`src/rtl/seg_pkg.sv`:
```
// seg_pkg: shared types and constants for the seven-segment scan driver.
//   state_t  - scan phase (BLANK between digits, DRIVE while a digit is lit)
//   HEX_SEG  - active-low {g,f,e,d,c,b,a} patterns for hex digits 0..F
//   SEG_OFF / AN_OFF - all cathodes / all anodes off
package seg_pkg;
    typedef enum logic {BLANK, DRIVE} state_t;
    localparam logic [15:0][6:0] HEX_SEG = {
        7'h0E, 7'h06, 7'h21, 7'h46, 7'h03, 7'h08, 7'h10, 7'h00,
        7'h78, 7'h02, 7'h12, 7'h19, 7'h30, 7'h24, 7'h79, 7'h40
    };
    localparam logic [7:0] SEG_OFF = 8'hFF;
    localparam logic [7:0] AN_OFF  = 8'hFF;
endpackage

```
`src/rtl/hex7seg_decode.sv`:
```
// hex7seg_decode: combinational hex nibble to active-low segment decode.
//   nib_i   - 4-bit value to show
//   blank_i - 1 forces all segments off
//   seg_o   - active-low {g,f,e,d,c,b,a}
module hex7seg_decode
    import seg_pkg::*;
(
    input  logic [3:0] nib_i,
    input  logic       blank_i,
    output logic [6:0] seg_o
);
    assign seg_o = blank_i ? 7'h7F : HEX_SEG[nib_i];
endmodule

```
`src/rtl/seg_scan_driver.sv`:
```
// seg_scan_driver: scans a double-buffered 32-bit value onto an 8-digit common-anode display as hex.
//   clk, clr      - clock, asynchronous active-high reset
//   data_in, load - value and capture strobe into the shadow register
//   blank_lz      - blank leading zero digits (digit 0 always shown)
//   dp_mask       - live decimal point enables, bit i for digit i
//   SEG, AN       - registered active-low cathodes (SEG[7]=dp) and anodes
//   frame_done    - one-cycle pulse after each frame boundary
//   pending       - shadow holds a value not yet committed to the display
module seg_scan_driver
    import seg_pkg::*;
#(
    parameter int SCAN_DIV  = 100000,
    parameter int BLANK_CYC = 2000,
    parameter int CW        = 17
) (
    input  logic        clk,
    input  logic        clr,
    input  logic [31:0] data_in,
    input  logic        load,
    input  logic        blank_lz,
    input  logic [7:0]  dp_mask,
    output logic [7:0]  SEG,
    output logic [7:0]  AN,
    output logic        frame_done,
    output logic        pending
);
    localparam logic [CW-1:0] BL_LAST = CW'(BLANK_CYC - 1);
    localparam logic [CW-1:0] DR_LAST = CW'(SCAN_DIV - 1);

    state_t      state_q, state_d;
    logic [CW-1:0] cnt_q, cnt_d;
    logic [2:0]  idx_q, idx_d;
    logic [31:0] shadow_q, shadow_d, disp_q, disp_d;
    logic        pending_q, pending_d, fd_q, fd_d;
    logic [7:0]  seg_q, seg_d, an_q, an_d;
    logic        last, boundary, commit, lz;
    logic [3:0]  nib;
    logic [6:0]  dec_seg;

    hex7seg_decode u_dec (
        .nib_i   (nib),
        .blank_i (lz),
        .seg_o   (dec_seg)
    );

    always_comb begin
        last      = (state_q == BLANK) ? (cnt_q == BL_LAST) : (cnt_q == DR_LAST);
        boundary  = (state_q == DRIVE) && last && (idx_q == 3'd7);
        // a load on the boundary commits directly, bypassing the shadow
        commit    = boundary && (pending_q || load);
        state_d   = last ? ((state_q == BLANK) ? DRIVE : BLANK) : state_q;
        cnt_d     = last ? '0 : cnt_q + 1'b1;
        idx_d     = ((state_q == DRIVE) && last) ? idx_q + 3'd1 : idx_q;
        shadow_d  = load ? data_in : shadow_q;
        disp_d    = commit ? (load ? data_in : shadow_q) : disp_q;
        pending_d = commit ? 1'b0 : (load ? 1'b1 : pending_q);
        fd_d      = boundary;
        nib       = disp_q[{idx_q, 2'b00} +: 4];
        // digit is a leading zero when it and every digit above it are zero
        lz        = blank_lz && (idx_q != 3'd0) && ((disp_q >> {idx_q, 2'b00}) == 32'd0);
        seg_d     = (state_q == DRIVE) ? {~dp_mask[idx_q], dec_seg} : SEG_OFF;
        an_d      = (state_q == DRIVE) ? ~(8'b1 << idx_q) : AN_OFF;
    end

    always_ff @(posedge clk or posedge clr) begin
        if (clr) begin
            state_q   <= BLANK;
            cnt_q     <= '0;
            idx_q     <= '0;
            shadow_q  <= '0;
            disp_q    <= '0;
            pending_q <= 1'b0;
            fd_q      <= 1'b0;
            seg_q     <= SEG_OFF;
            an_q      <= AN_OFF;
        end else begin
            state_q   <= state_d;
            cnt_q     <= cnt_d;
            idx_q     <= idx_d;
            shadow_q  <= shadow_d;
            disp_q    <= disp_d;
            pending_q <= pending_d;
            fd_q      <= fd_d;
            seg_q     <= seg_d;
            an_q      <= an_d;
        end
    end

    assign SEG        = seg_q;
    assign AN         = an_q;
    assign frame_done = fd_q;
    assign pending    = pending_q;
endmodule

```
`config.mk`:
```
export PLATFORM = sky130hd
export DESIGN_NAME = seg_scan_driver
export DESIGN_NICKNAME = d
export VERILOG_FILES = /design/src/rtl/seg_pkg.sv /design/src/rtl/hex7seg_decode.sv /design/src/rtl/seg_scan_driver.sv
export SDC_FILE = /design/constraint.sdc
export NUM_CORES = 1
export LEC_CHECK = 0
export ABC_AREA = 1
export BUFFER_PORTS_ARGS = -buffer_cell sky130_fd_sc_hd__buf_2
export CORE_MARGIN = 4
export CORE_UTILIZATION = 40
export DETAILED_ROUTE_END_ITERATION = 16
export PLACE_DENSITY = 0.62
export SLEW_MARGIN = 20
export SYNTH_ARGS = -nofsm -noshare
export SYNTH_HDL_FRONTEND = slang
export SYNTH_SLANG_ARGS = --single-unit
```
`constraint.sdc`:
```
create_clock -name clk -period 3.1 [get_ports clk]
set_clock_uncertainty 0.15 [all_clocks]
set_input_delay 0.155 -clock clk [delete_from_list [all_inputs] [get_ports clk]]
set_output_delay 0.155 -clock clk [all_outputs]
set_load 0.05 [all_outputs]
```
==> out/results.txt <==
wire per inst - 13.1 um
R2R depth - 16
total track usage - 0.176
Power, Total - 2740 uW
Net Sw Power - 588 uW
Worst R2R Setup Slack - 550 ps
max frequency - 0.392 GHz
syn nets - 791
Post-Synthesis Cells - 734
Distinct cells, synth - 35
area leader, netlist - dfrtp_1
DP HPWL - 9550 um
Max Cap Viol - 0
postcts setup bufs - 0
fin crit period - 2550 ps
dpl cells - 948
DIE WIDTH - 125 um
Seq/Total Area, Yosys - 0.473
Hold Path Class - input port to flop
syn_area_per_cell - 7.48 um2
Post-synth EDFFs - 0
Leak Pwr - 0.00346 uW
DR DRC count - 0
Port Buffers - 61
first-pass GRT wire length - 23000 um
clock latency on the worst-skew pair - 350 ps
Internal - 2150 uW
CORE AREA - 13300 um2
RSZ-0062 raised after global routing - no
Area contributors post-synth - dfrtp_1 (40%), nand2_1 (23%), dfstp_2 (7.7%)
row count - 42
WHS - 113 ps
worst slew pin tran - 940 ps
initial core utilization - 0.411
FFs w/ async S/R, synth - 1.00
DIE AREA - 15700 um2
Hold Startpoint - dp_mask[4]
status - complete, no violations
PwrDens - 420 nW/um2
clock share of power - 0.438
Worst Setup Path Type - flop to flop
most common cell in the netlist - nand2_1
Fin. Hold Viols - 0
Slew HR - 0.373
sequential share of power - 0.508
diodes inserted - 0
Max clock buf depth - 2
R2R Path Start - idx_q[0]
largest net degree at the start of global routing - 71
number of buffers created by CTS - 9
CTS tree - yes
final setup fails - 0
YS warnings - 0
Slew Limit Fails - 0
Non-Filler Instances - 996
Synth top cells by count - nand2_1 (330), dfrtp_1 (87), nand3_1 (76), inv_1 (50), nor2_1 (42)
peak supply drop - 0.236 mV
Congestion Overflow GR - 0
clock root cell - clkbuf_16
drt pass-1 iters - 6
final wirelength - 13000 um
Worst setup SP type - flop
share of cells above drive strength 1 - 0.143
drt via density - 4.92
switch share - 0.215
GPL Wtd Cong - 0.956
WHS Path Cells - 5
CTS Sinks - 103
total number of vias - 4903
initial DRC count - 315
Layout Nets - 873
hold endpoint - SEG[7]
fill count - 1349
worst reg2reg path endpoint - SEG[0]
fin crit share - 0.823
area grow syn2layout - 18.8%
Yosys reg bits - 103
CP max FO - 29
io pins - 62
CP arrival - 2700 ps
Die Height - 125 um
combinational power share - 0.055
clock-pin slew of the registers on the worst-case setup and hold paths - 70 ps
Worst Setup End Kind - flop
number of global-route vias before repair - 4948
initial antenna violation count - 0
CP required - 3240 ps
DRT antenna net count - 0
CTS HTree Levels - 3
Fin Setup TNS - 0 ps
synthesized cell area - 5490 um2
most used flip-flop cell after synthesis - dfrtp_1
Synth top area share - 0.396
[layout by cell type, fill, tap and decap left out, types with 2 or more instances in the layout]
cell type,Yosys,routed
bufinv_16,0,2
clkbuf_16,0,9
nand3_2,2,2
nor2_1,42,42
nor4_1,2,2
inv_1,50,49
nor3_1,8,8
buf_2,5,61
dlygate4sd3_1,0,33
ha_1,13,13
o22ai_1,2,2
nand3b_1,8,8
inv_2,5,5
nand4_1,8,8
or2_2,2,2
a21oi_1,11,11
buf_4,5,8
nand3_1,76,76
nand2_1,330,330
nand2_2,2,2
dfrtp_1,87,87
clkinvlp_4,0,2
xor2_1,6,6
o21ai_0,22,22
dfstp_2,16,16
[power groups by stage]
stage	combinational [uW]	clock, uW	sequential (uW)
6_report	150	1200	1390
5_1_grt	175	1290	1390
4_1_cts	154	1230	1390
3_5_place_dp	123	0	1420
3_3_place_gp	118	0	1410
2_1_floorplan	70.9	0	1410
[worst max path at each step]
stage              from       end  slack, ps
2_1_floorplan       clr  cnt_q[0]        120
3_3_place_gp   idx_q[0]    SEG[6]        640
3_5_place_dp   idx_q[0]    SEG[3]        580
4_1_cts        idx_q[0]    SEG[0]        560
5_1_grt        idx_q[0]    SEG[3]        240
6_report       idx_q[0]    SEG[0]        550
[flip-flops by register name, summed over array words and instances (netlist names)]
name and count:
cnt_q 17, shadow_q 32, disp_q 32, pending 1, state_q 1, frame_done 1
idx_q 3, SEG 8, AN 8
[what timing repair did]
item,CTS,global route
hold buffers,33,0
hold endpoints to repair,98,0
gates resized for setup,0,0
[cell families after synthesis]
family	count (synthesis)	synth area share
simple gates	486	0.374
fa+ha+maj	13	0.0296
xor+xnor	7	0.0112
buf+inv	87	0.0750
compound gates	38	0.0369
flops	103	0.473
[metrics by stage]
stage | instance area (um2) | setup slack (ps) | util
CTS | 6520 | 555 | 0.489
finish | 6520 | 548 | 0.489
detailed placement | 5880 | 578 | 0.440
global route | 6520 | 240 | 0.489
global placement | 5880 | 640 | 0.440
floorplan | 5490 | 118 | -
[worst max-delay path, stage by stage (launching register included)]
cell	delay, ps
dfrtp_1	450
buf_4	320
nand2_1	90
nand2_1	80
nand2_1	50
nand2_1	80
nand2_1	50
nand2_1	210
ha_1	220
nand2_1	60
a21oi_1	100
o21ai_0	90
nor2_1	110
nand2_1	60
nor2_1	120
nand3_2	160
nand2_1	110
[per-layer routing]
layer | track usage | vias up | part of all wire
li1 | - | 2471 | -
met4 | 0.0695 | 0 | 0.021
met1 | 0.227 | 2294 | 0.47
met3 | 0.0333 | 20 | 0.043
met2 | 0.295 | 118 | 0.46
met5 | 0 | - | 0
[final cells by class]
cell class,count,area [um2],area share
flip-flops and latches,103,2600,0.398
multi-input cells,544,2480,0.381
repair buffers,102,696,0.107
clock buffers,10,229,0.0351
well taps,176,220,0.0338
inverters,56,213,0.0326
clock inverters,5,83.8,0.0129
Note: power is estimated with default switching activity, not from simulation.
